===== src/rtl/mem_pkg.sv =====
// Shared widths and word type for the memory stage of the calculator datapath.
package mem_pkg;

  localparam int DEF_DATA_W = 32;
  localparam int DEF_ADDR_W = 6;

  typedef logic [DEF_DATA_W-1:0] word_t;

endpackage : mem_pkg


===== src/rtl/mem_data_ram.sv =====
// Word-addressed data RAM: async active-low clear, synchronous write, asynchronous read.
module data_ram
  import mem_pkg::*;
#(
  parameter int DATA_W = DEF_DATA_W,
  parameter int ADDR_W = DEF_ADDR_W,
  parameter int DEPTH  = 2 ** ADDR_W
) (
  input  logic              clk,
  input  logic              rst_n,
  input  logic              we,
  input  logic [ADDR_W-1:0] addr,
  input  logic [DATA_W-1:0] wd,
  output logic [DATA_W-1:0] rd
);

  logic [DATA_W-1:0] store [DEPTH];

  // Clearing every word on reset means no location is ever uninitialised.
  always_ff @(posedge clk or negedge rst_n) begin
    if (!rst_n) begin
      for (int i = 0; i < DEPTH; i++) begin
        store[i] <= '0;
      end
    end else if (we) begin
      store[addr] <= wd;
    end
  end

  assign rd = store[addr];

endmodule : data_ram


===== src/rtl/mem.sv =====
// Memory stage: data RAM addressed by the ALU result, plus the MemtoReg result mux.
module mem
  import mem_pkg::*;
#(
  parameter int DATA_W = DEF_DATA_W,
  parameter int ADDR_W = DEF_ADDR_W,
  parameter int DEPTH  = 2 ** ADDR_W
) (
  input  logic              clk,
  input  logic              rst_n,
  input  logic [DATA_W-1:0] ALUResult,
  input  logic [DATA_W-1:0] WD,
  input  logic              MemWrite,
  input  logic              MemtoReg,
  output logic [DATA_W-1:0] Result
);

  logic [ADDR_W-1:0] addr;
  logic [DATA_W-1:0] rd;

  // Word index straight from the low bits: no byte shift, upper bits wrap.
  assign addr = ALUResult[ADDR_W-1:0];

  data_ram #(
    .DATA_W(DATA_W),
    .ADDR_W(ADDR_W),
    .DEPTH (DEPTH)
  ) u_data_ram (
    .clk  (clk),
    .rst_n(rst_n),
    .we   (MemWrite),
    .addr (addr),
    .wd   (WD),
    .rd   (rd)
  );

  assign Result = MemtoReg ? rd : ALUResult;

endmodule : mem


===== config.mk =====
export PLATFORM = sky130hd
export DESIGN_NAME = mem
export DESIGN_NICKNAME = d
export VERILOG_FILES = /design/src/rtl/mem_pkg.sv /design/src/rtl/mem_data_ram.sv /design/src/rtl/mem.sv
export SDC_FILE = /design/constraint.sdc
export NUM_CORES = 2
export LEC_CHECK = 0
export ABC_CLOCK_PERIOD_IN_PS = 2400
export BUFFER_PORTS_ARGS = -buffer_cell sky130_fd_sc_hd__buf_2
export CAP_MARGIN = 25
export CORE_MARGIN = 1.5
export CORE_UTILIZATION = 50
export DETAILED_ROUTE_END_ITERATION = 8
export GPL_ROUTABILITY_DRIVEN = 0
export PLACE_DENSITY_LB_ADDON = 0.15
export SLEW_MARGIN = 30
export SYNTH_ARGS = -nofsm -noshare
export SYNTH_HDL_FRONTEND = slang
export SYNTH_SLANG_ARGS = --single-unit

===== constraint.sdc =====
create_clock -name clk -period 2.4 [get_ports clk]
set_input_delay 0.12 -clock clk [delete_from_list [all_inputs] [get_ports clk]]
set_output_delay 0.12 -clock clk [all_outputs]
set_load 0.02 [all_outputs]

# --- Word-level counts from Yosys, hierarchy flattened ---
# Index checks and enable logic that the tools add are counted.
totals:
  regBits: 2048
  in_bits: 68
  output_inout_bits: 32
  wordCells: 75
classes:
  n_lt_le_gt_ge: 2
  mux: 7
  bitwise: 1
  reduce_logical: 1
ops:
  columns: ["op", "count"]
  rows:
  - ["bitwise mux 2048 bit", 1]
  - ["binary-select mux 32 bit (select 6 bit)", 1]
  - ["demux 32 bit (select 6 bit)", 1]
  - ["2-to-1 mux 32 bit", 4]
  - ["greater-or-equal comparator 7 bit, second input constant", 1]
  - ["< comparator 7 x 1 -> 1 bit, second input constant", 1]
  - ["NOT 6 -> 7 bit", 1]
  - ["logical AND 1 bit", 1]

# --- Logic depth before layout (Yosys ltp) ---
logic_depth:
  depth_word: 6
  mapped_depth: 11
  ltp_nobuf: 6

# --- By module ---
# A second synthesis with hierarchy kept.
unflattened:
  cells_unflattened: 6844
  hier_area_um2: 92780.2
by_module_without_submodules:
  columns: ["module", "instances", "cells_per_inst", "area_each_um2", "seq_area_each_um2"]
  rows:
  - ["data_ram", 1, 6808, 92236.0, 51249.2]
  - ["mem", 1, 36, 544.3, 0.0]

# --- Worst setup path after synthesis ---
# No wires, ideal clock.
synth_path:
  path_type: "input -> output"
  from: "in ALUResult[4]"
  to: "out Result[15]"
  arrival_time_ps: 2009
  required_ps: 2280
  setup_slack_ps: 271
  cell_stages: 8
  cell_sequence: "buf_2 clkbuf_1 nor2_1 clkbuf_1 clkbuf_1 o21ai_0 o211a_1 a31oi_1"
synth_between:
  elab_chain_len: 5
synth_lines:
  columns: ["item", "line", "rtl"]
  rows:
  - ["start, declared", "mem.sv:11", "input logic [DATA_W-1:0] ALUResult,"]
  - ["NOT 6 -> 7 bit (not written as such)", "mem_data_ram.sv:30", "assign rd = store[addr];"]
  - ["binary-select mux 32 bit (select 6 bit)", "mem_data_ram.sv:30", null]
  - ["2-to-1 mux 32 bit (not written as such) (2 in series)", "mem_data_ram.sv:30", null]
  - ["2-to-1 mux 32 bit", "mem.sv:37", "assign Result = MemtoReg ? rd : ALUResult;"]
  - ["end, declared", "mem.sv:15", "output logic [DATA_W-1:0] Result"]
# Every way passes these cells. The select of a mux whose other input is x is not followed.

# --- Worst setup path in the final report ---
layout_path:
  from: "reg u_data_ram.store[1431] (netlist name)"
  to: "out Result[23]"
layout_between:
  elab_chain_len: 4
layout_lines:
  columns: ["item", "line", "rtl"]
  rows:
  - ["start, declared", "mem_data_ram.sv:17", "logic [DATA_W-1:0] store [DEPTH];"]
  - ["start signal, assigned by index", "mem_data_ram.sv:26", "store[addr] <= wd;"]
  - ["binary-select mux 32 bit (select 6 bit)", "mem_data_ram.sv:30", null]
  - ["2-to-1 mux 32 bit (not written as such) (2 in series)", "mem_data_ram.sv:30", null]
  - ["2-to-1 mux 32 bit", "mem.sv:37", null]
# Every way passes these cells. The select of a mux whose other input is x is not followed.

==> results.ini <==
[status]
run_status = complete, but fails checks
failed_checks = negative setup slack

[floorplan]
initial_core_util_pct = 50.4
die_area_sq_mm = 0.190
rows = 158
coreArea_sq_mm = 0.186
die_w_um = 436
io_pins = 100
die_h_um = 436

[pwr]
p_per_area_mw_per_mm2 = 782
combPwrFrac_pct = 14.4
p_sw_share_pct = 25.7
internal_power_uw = 65400
pwr-share-seq_pct = 47.1
irDropWorstVdd_mv = 0.648
clock_power_share_pct = 38.5
p_leak_uw = 0.0526
p_sw_uw = 22600

[timing]
post-route-min-period_ns = 3.27
finalCritPeriodShare_pct = 136
whs_ns = 0.0342
skew_ns = 0
drv_slew = 0
rsz0062_at_grt = yes
slew_headroom_pct = 42.3
hold_violations = 0
setup_tns_ns = -18.21
fmax_mhz = 306
worst_pin_slew_ns = 0.865
setup_violations = 32
fin_ws_ns = -0.866

[finish]
regMostFlops = u_data_ram.store
fin_nets = 7148
drive_gt1_share_pct = 53.3
largestRegisters = u_data_ram.store x2048
layout_common_cells = 2,185 x mux2_2, 2,048 x dfrtp_1, 575 x buf_4
largest_reg_flops = 2048
layout_commonest_cell = mux2_2
utilization_pct = 60.5
syn2layout_area_growth_pct = 20.1

[setup_path]
r2r_start = u_data_ram.store[1704]$_DFFE_PN0P_
start_kind = register
cp.arrival_ns = 3.15
crit_fanout = 2
path_class = register to output port
crit_path_end_kind = output port
crit_start = u_data_ram.store[1431]$_DFFE_PN0P_
reg2reg_depth = 2
crit_chain = mux4_2 > and2_4 > a221oi_2 > o221ai_1 > or4_1 > o32a_1 > buf_6
cpMaxStageDelayCell = mux4_2
worst_ep_required_time_ns = 2.28
cpPeakStageDelay_ns = 0.47

[cts]
clk_pin_slew_ns = 0.06
clockBufferDepth = 3
cts_buffers = 213
clock_sinks = 2048
htree_num_levels = 4
cts_tree = done
clk_latency_ns = 0.86
clockRootBuffer = clkbuf_16

[drt]
viasPerCell = 6.64
drt-initial-drc-count = 7258
routedWlPerCell_um = 35.7
antenna_left = 0
drcViolationCount = 0
drt_first_pass_iters = 6
route.vias.total = 64668
drt-total-wl_um = 348000

[synthesis]
ys_ff_latch = 2048
synthTopCellsByArea = dfrtp_1 55%, mux2_2 26%, mux4_2 3.7%
synth.cell_area_sq_mm = 0.0937
synthCells = 6623
synth-main-ff-cell = dfrtp_1
synth_top_area_share_pct = 54.7
syn_area_per_cell_sq_um = 14.1
synth_edf_count = 0
yosys.area.top_type = dfrtp_1
synth-async-reset-ratio_pct = 100
ys_warn_count = 0
synth_cell_types = 74
ys_seq_area_share_pct = 54.7
synth_nets = 6691

[worst_hold_path]
hold_start = WD[23]
hold_class = input pin to register
holdPathStages = 3

[placement]
dpl.hpwl_um = 226000
portBuffers = 99

[flow_run]
max_cap_viol_count = 0

[global_routing]
grt.overflow.total = 0
grt_pass1_wl_um = 494000
gr-usage-all-layers_pct = 36.3
antenna_found_initial = 11
grt_pass1_vias = 65568
grt_max_degree = 108

-- metal layers --
metal | global-route usage (%) | share of wire (%)
met1 | 49.4 | 41
met3 | 7.63 | 8.4
met5 | 0 | 0.019
met2 | 55.7 | 45
met4 | 17.6 | 5.6
-- power by group through the flow --
stage / Clock, uW / Combinational, uW / Sequential [uW]
after CTS: 34200 / 12500 / 41300
after detailed placement: 0 / 12100 / 41900
after floorplan: 0 / 7820 / 41200
after global routing: 35500 / 13400 / 41900
final: 33900 / 12600 / 41500
after global placement: 0 / 11800 / 41600
-- final cells by class --
type | instances | area, sq um
Fill cell | 14388 | 73300
Timing Repair Buffer | 956 | 10500
Antenna cell | 8 | 20.0
Tap cell | 2480 | 3100
Clock inverter | 68 | 826
Inverter | 4 | 25.0
Sequential cell | 2048 | 51200
Multi-Input combinational cell | 3857 | 40500
Clock buffer | 317 | 6280
-- synthesized netlist by cell type (4+ instances only) --
cell and instances:
mux4_2 154, o211ai_1 6, o221ai_1 14, nand2b_1 4, o32a_1 19, nand2_1 122
a22oi_1 168, buf_1 96, nor3b_1 5, mux2_1 36, and3_1 15, nand4_1 11
clkbuf_1 283, buf_4 50, o21ai_0 95, a221oi_1 206, mux2_2 2196, a311oi_1 5
buf_6 24, dfrtp_1 2048, a31oi_1 31, o22a_1 9, nand3_1 32, a221o_1 42
nor3_1 10, and2_1 8, a211oi_1 7, mux2i_1 208, o22ai_1 90, nor2_1 121
a22o_1 35, o2bb2ai_1 12, a222oi_1 10, o2111ai_1 8, buf_2 260, a21oi_1 113
a41oi_1 6
-- logic make-up after synthesis --
group           after synthesis  synth area share [%]
mux                        2596                  32.8
flops                      2048                  54.7
compound gates              909                  7.20
buf+inv                     718                  3.63
simple gates                352                  1.69
-- path summary, 6_finish.rpt --
check	endpoint	slack, ns
max	Result[23]	-0.87
min	u_data_ram.store[1655]$_DFFE_PN0P_	0.03
max reg2reg	u_data_ram.store[1704]$_DFFE_PN0P_	1.50
min reg2reg	u_data_ram.store[1872]$_DFFE_PN0P_	0.48
max in group asynchronous	u_data_ram.store[69]$_DFFE_PN0P_	1.46
min in group asynchronous	u_data_ram.store[1978]$_DFFE_PN0P_	0.21
-- critical path, delay by kind of cell, from the launching register on --
family                 cells  cell delay [ns]
AO/OA/AOI/OAI              3             0.69
AND/OR/NAND/NOR            2             0.59
buffers and inverters      1             0.16
flip-flops                 1             0.38
multiplexers               1             0.47
-- what timing repair did --
action,CTS,global route
pin swaps,85,49
setup endpoints to repair,32,32
setup buffers,8,1
resized for setup,177,56
endpoints found under the hold margin,2327,0
cloned,0,0
hold buffers,25,0
-- per-stage QoR --
stage | setup WS [ns] | std cells | total power, uW | instance area, sq um
finish | -0.866 | 9738 | 88000 | 112000
global route | -0.939 | 9731 | 90800 | 112000
CTS | -0.920 | 9729 | 87900 | 112000
detailed placement | -0.692 | 9318 | 54000 | 104000
global placement | -0.707 | 9318 | 53400 | 104000
floorplan | 0.271 | 6623 | 49000 | 93700
No activity file was read; power rests on OpenSTA's default activity.
